File: src/rtl/key_debounce2.sv
// key_debounce2 -- dual push-button debouncer.
//
// Two identical, independent channels (A and B). Each channel accepts a new
// debounced level only after CNT_MAX consecutive samples that differ from the
// current debounced level; any shorter run is discarded. A one-cycle press
// flag accompanies every 0->1 transition of the debounced output.
//
// Optional feature: define KEY_DEBOUNCE2_SYNC_EN to insert a two-flop
// synchronizer (reset value 1 = released) in front of each filter. This adds
// two cycles of latency; without it the raw pins feed the filter directly.
//
// Parameters:
//   CNT_MAX    consecutive stable samples required to accept a change (2..2^24)
// Ports:
//   clk        system clock, rising edge
//   rst_n      asynchronous active-low reset
//   pi_key_a   raw key A, active-low (0 = pressed), asynchronous to clk
//   pi_key_b   raw key B, active-low (0 = pressed), asynchronous to clk
//   po_a       debounced key A, active-high, registered
//   po_b       debounced key B, active-high, registered
//   po_a_flag  one-cycle press pulse for key A, registered
//   po_b_flag  one-cycle press pulse for key B, registered

module key_debounce2 #(
    parameter int unsigned CNT_MAX = 1_000_000
) (
    input  logic clk,
    input  logic rst_n,
    input  logic pi_key_a,
    input  logic pi_key_b,
    output logic po_a,
    output logic po_b,
    output logic po_a_flag,
    output logic po_b_flag
);

    localparam int unsigned CW = (CNT_MAX > 1) ? $clog2(CNT_MAX) : 1;
    localparam logic [CW-1:0] CNT_LAST = CW'(CNT_MAX - 1);

    typedef enum logic {
        STABLE,
        COUNTING
    } state_t;

    logic [1:0] key_raw;
    logic [1:0] key_flt;   // active-low level seen by the filters

    assign key_raw = {pi_key_b, pi_key_a};

`ifdef KEY_DEBOUNCE2_SYNC_EN
    logic [1:0] sync1;
    logic [1:0] sync2;

    // Reset to '1 so a held key after reset looks like a fresh press.
    always_ff @(posedge clk or negedge rst_n) begin
        if (!rst_n) begin
            sync1 <= '1;
            sync2 <= '1;
        end else begin
            sync1 <= key_raw;
            sync2 <= sync1;
        end
    end

    assign key_flt = sync2;
`else
    assign key_flt = key_raw;
`endif

    for (genvar ch = 0; ch < 2; ch++) begin : g_ch
        state_t        state;
        logic [CW-1:0] cnt;
        logic          deb_q;
        logic          flag_q;
        logic          sample;

        assign sample = ~key_flt[ch];

        always_ff @(posedge clk or negedge rst_n) begin
            if (!rst_n) begin
                state  <= STABLE;
                cnt    <= '0;
                deb_q  <= 1'b0;
                flag_q <= 1'b0;
            end else begin
                flag_q <= 1'b0;
                case (state)
                    STABLE: begin
                        if (sample != deb_q) begin
                            cnt   <= CW'(1);
                            state <= COUNTING;
                        end
                    end
                    COUNTING: begin
                        if (sample == deb_q) begin
                            // bounce back: discard the run
                            cnt   <= '0;
                            state <= STABLE;
                        end else if (cnt == CNT_LAST) begin
                            // CNT_MAX-th differing sample: accept new level
                            deb_q  <= sample;
                            flag_q <= sample;
                            cnt    <= '0;
                            state  <= STABLE;
                        end else begin
                            cnt <= cnt + CW'(1);
                        end
                    end
                    default: begin
                        cnt   <= '0;
                        state <= STABLE;
                    end
                endcase
            end
        end
    end

    assign po_a      = g_ch[0].deb_q;
    assign po_b      = g_ch[1].deb_q;
    assign po_a_flag = g_ch[0].flag_q;
    assign po_b_flag = g_ch[1].flag_q;

endmodule
File: config.mk
export PLATFORM = sky130hd
export DESIGN_NAME = key_debounce2
export DESIGN_NICKNAME = d
export VERILOG_FILES = /design/src/rtl/key_debounce2.sv
export SDC_FILE = /design/constraint.sdc
export NUM_CORES = 1
export LEC_CHECK = 0
export ABC_CLOCK_PERIOD_IN_PS = 2550
export BUFFER_PORTS_ARGS = -buffer_cell sky130_fd_sc_hd__buf_2
export CAP_MARGIN = 20
export CORE_MARGIN = 4
export CORE_UTILIZATION = 30
export DETAILED_ROUTE_END_ITERATION = 8
export PLACE_DENSITY = 0.53
export SLEW_MARGIN = 20
export SYNTH_ARGS = -nofsm -noshare
export SYNTH_HDL_FRONTEND = slang
export SYNTH_SLANG_ARGS = --single-unit
File: constraint.sdc
create_clock -name clk -period 2.55 [get_ports clk]
set_clock_uncertainty 0.2 [all_clocks]
set_input_delay 0.255 -clock clk [delete_from_list [all_inputs] [get_ports clk]]
set_output_delay 0.255 -clock clk [all_outputs]
set_load 0.01 [all_outputs]
# After elaboration in Yosys (flattened, before gate mapping)
# Index checks and enable logic that the tools add are counted.
# totals
register_bits,46
inputBits,4
wordCells,48
# op_classes
addsub,2
eq_ne,8
n_mux,22
bitwise,6
reduce_logical,2
# ops
operator,count
2-to-1 mux 20 bit,6
one-hot mux 20 bit (2 select lines),2
"adder 20 x 1 -> 20 bit, second input constant",2
"equality test 20 bit, second input constant",2
2-to-1 mux 1 bit,12
inverter 1 bit,6
AND reduction 3 bit,2
"!= test 2 bit, second input constant",2
one-hot mux 1 bit (2 select lines),2
equality test 1 bit,2
!= test 1 bit,2

# Logic depth before layout (Yosys ltp)
# logic_depth
depth_word,4
ltp_mapped,8

# Least setup slack after synthesis
# No wires, ideal clock.
# synth_timing
path_kind,flip-flop to flip-flop
startpoint,register g_ch[1].cnt[0]
endpoint,register g_ch[1].cnt[15]
arrival_ns,1.788
slack_ns,0.480
stages_incl_launch_ff,9
n_path_buf,2
synth_period_minus_slack_ns,2.070
cell_sequence,dfrtp_1 -> ha_1 -> and4_1 -> and4_1 -> a21oi_2 -> buf_2 -> buf_2 -> nand2_1 -> a31oi_1
# synth_via
elab_chain_len,4
# synth_lines
element,line,rtl
start: declaration,72,logic [CW-1:0] cnt;
start signal: assignment,106,cnt <= cnt + CW'(1);
adder 20 x 1 -> 20 bit or equality test 20 bit (tied branches),"106, 99",
2-to-1 mux 20 bit (*),99,end else if (cnt == CNT_LAST) begin
2-to-1 mux 20 bit (*),95,if (sample == deb_q) begin
one-hot mux 20 bit (2 select lines) (*),87,case (state)
# Every way passes the cells marked *; elsewhere a longest branch is shown, timed or not.
# A chain may end at the register's enable or synchronous reset.

# Worst setup path after layout
# layout_timing
startpoint,register g_ch[0].cnt[10]
endpoint,register g_ch[0].cnt[14]
# layout_via
elab_chain_len,4
# layout_lines
element,line
start: declaration,72
start signal: assignment,106
adder 20 x 1 -> 20 bit or equality test 20 bit (tied branches),"106, 99"
2-to-1 mux 20 bit (*),99
2-to-1 mux 20 bit (*),95
one-hot mux 20 bit (2 select lines) (*),87
# Marked as above.

==> impl_metrics.csv <==
group,metric,value,unit
route,vias,2081,
floorplanning,die-area,9910,um^2
cts,ctsRootBufferMaster,"clkbuf_8",
floorplanning,die_width,99.5,um
critical_path,r2r-start,"g_ch[0].cnt[10]$_DFFE_PN0P_",
route,detail-route-antenna-nets,0,
sta,hold_slack,230,ps
sta,setup_viol,0,
critical_path,cp_data_required_time,2540,ps
critical_path,timing.critical_path.from,"g_ch[0].cnt[10]$_DFFE_PN0P_",
cts,clock_path_buffers,2,
route,drtIter0Drc,67,
critical_path,crit_path_max_fanout,13,
sta,fin_crit,2240,ps
sta,hold_viol,0,
place,port_buffers,7,
yosys,yosysTopAreaCell,"dfrtp_1",
power_and_ir_drop,leakagePower,1.19,nW
yosys,synth_area,2510,um^2
route,wire_per_inst,13.3,um
yosys,yosys-top-cells-area,"dfrtp_1 46%, a31oi_1 5.7%, a21oi_1 4.6%",
route,via_per_inst,5.32,
yosys,synth_ff_type,"dfrtp_1",
sta,rsz0062_at_grt,"no",
cts,numCtsBuffers,5,
sta,clock.fmax,446,MHz
cts,clk_latency,300,ps
power_and_ir_drop,powerDensity,485,nW/um^2
yosys,synth_edf_count,0,
critical_path,crit_end,"g_ch[0].cnt[14]$_DFFE_PN0P_",
yosys,ys_seq_elements,46,
place,hpwl,3680,um
yosys,yosysWarnings,0,
cts,htree_levels,2,
sta,relSlewSlack,51.7,%
yosys,synth_common_cells,"46 x dfrtp_1, 28 x nand2_1, 23 x a21oi_1, 23 x a31oi_1, 20 x nand3_1",
global_routing,antenna_found_initial,0,
global_routing,grt_pass1_wl,9280,um
sta,fin_setup_tns,0,ps
power_and_ir_drop,ir_drop,0.000249,V
floorplanning,num_rows,33,
final_layout,drive_gt1_share,11.9,%
critical_path,r2r_slack,310,ps
cts,cts_tree,"built",
yosys,synthArstFlopShare,100,%
global_routing,grt_use_total,11.4,%
yosys,synth_cell_type_count,44,
floorplanning,die_height,99.5,um
critical_path,timing.rr.end,"g_ch[0].cnt[14]$_DFFE_PN0P_",
sta,worst_pin_slew,722,ps
run,drv_cap,0,
yosys,avgSynthCellArea,9.24,um^2
yosys,syn-num-nets,278,
global_routing,grt_overflow_total,0,
yosys,netlist_instances,272,
critical_path,cp-start-kind,"flip-flop",
yosys,ys_seq_area_share,45.8,%
global_routing,grt_pass1_vias,1984,
critical_path,worstRegToRegCells,6,
cts,post_cts_resized,0,
final_layout,nFillCells,864,
place,gp_congestion,0.791,
cts,clkTransAtPathRegs,100,ps
final_layout,diodes,0,
cts,cts.sinks,46,
cts,post-cts-setup-buffers,0,
critical_path,critPathCaptureType,"flip-flop",
final_layout,register_area,1150,um^2
final_layout,multi_input_area,1260,um^2
critical_path,criticalPathCategory,"reg -> reg",
critical_path,cp_data_arrival_time,2240,ps
final_layout,areaGrowthSynthToFinish,11.3,%
outcome,status,"finished clean",
yosys,synth.top_cell.area_share,45.8,%
final_layout,fin_nets,291,
sta,final_max_slew_viol_count,0,
route,drtPass1Iterations,4,
worst_hold_path,hp-class,"in -> async",
floorplanning,fp.coreArea,8180,um^2
floorplanning,start_util,30.7,%
route,drt-total-wl,5220,um
route,drcViolationCount,0,
floorplanning,ios,8,
global_routing,grt_max_degree,24,
yosys,yosysMostFrequentCell,"dfrtp_1",
sta,post-route-period-util,87.9,%
[power by group]
group          switching (W)  internal, W
clock network       0.000258     0.000193
logic              0.0000723    0.0000478
registers          0.0000315     0.000753
[layer usage]
metal	up-vias	wire length [um]	track usage (%)
met1	1013	2720	15.7
met2	10	2370	17.9
met5	-	0	0
li1	1054	-	-
met3	4	84	2.10
met4	0	44	3.78
[cell families after synthesis]
logic type                 share of synthesized area [%]
and+or+nand+nor                                     25.6
DFF                                                 45.8
buffers and inverters                               3.98
adders and majority gates                          0.995
AOI/OAI and AO/OA                                   21.0
xor gates and xnor gates                            1.05
muxes                                               1.59
[area by class of cell]
class,count,share of cell area (%)
repair buffers,20,5.01
clock buffers,5,2.46
inverters,6,0.805
well taps,105,4.70
flip-flops and latches,46,41.1
multi-input cells,206,45.1
clock inverters,3,0.760
[worst min-delay path by stage]
stage | startpoint | end | slack [ps] | depth (start not counted)
after floorplan | rst_n | g_ch[0].cnt[0]$_DFFE_PN0P_ | -240 | 0
after global placement | rst_n | g_ch[0].cnt[11]$_DFFE_PN0P_ | 30 | 1
after detailed placement | rst_n | g_ch[0].cnt[8]$_DFFE_PN0P_ | 30 | 1
after CTS | rst_n | g_ch[1].cnt[7]$_DFFE_PN0P_ | 250 | 2
after global routing | rst_n | g_ch[1].cnt[7]$_DFFE_PN0P_ | 270 | 2
final | rst_n | g_ch[1].cnt[16]$_DFFE_PN0P_ | 230 | 2
[repair_timing]
action	4_1_cts	5_1_grt
setup endpoints to repair	0	0
endpoints found under the hold margin	21	0
hold buffers	3	0
[metrics by stage]
step / util (%) / instance area (um^2) / std cells / setup slack, ps / total power (W)
global placement: 32.8 / 2680 / 380 / 346 / 0.000916
floorplan: - / 2510 / 272 / 480 / 0.000874
detailed placement: 32.8 / 2680 / 380 / 313 / 0.000918
global route: 34.2 / 2800 / 391 / 162 / 0.00143
finish: 34.2 / 2800 / 391 / 307 / 0.00136
CTS: 34.2 / 2800 / 391 / 303 / 0.00138
[cell usage in the layout (no fill, tap or decap), drive strengths merged, types with 5 or more instances in the layout]
cell type   n
dfrtp      46
nand2      28
a21oi      25
a31oi      23
nand3      20
buf        17
nor2       15
o21ai      13
nand4      12
and3        8
a22o        8
inv         6
a21o        5
clkbuf      5
nor4        5
[critical path, cell delays in order (launching register included)]
cell	delay [ps]
dfrtp_1	420
or4_4	560
nor4b_4	300
a21oi_2	100
buf_4	190
a21o_1	160
a22o_1	210
[state kept, by name (all words and copies together) (netlist names)]
| register | cells |
|---|---|
| g_ch.cnt | 40 |
| po_b_flag | 1 |
| po_a | 1 |
| po_b | 1 |
| po_a_flag | 1 |
| g_ch.state | 2 |
(Power assumes the default switching activity.)
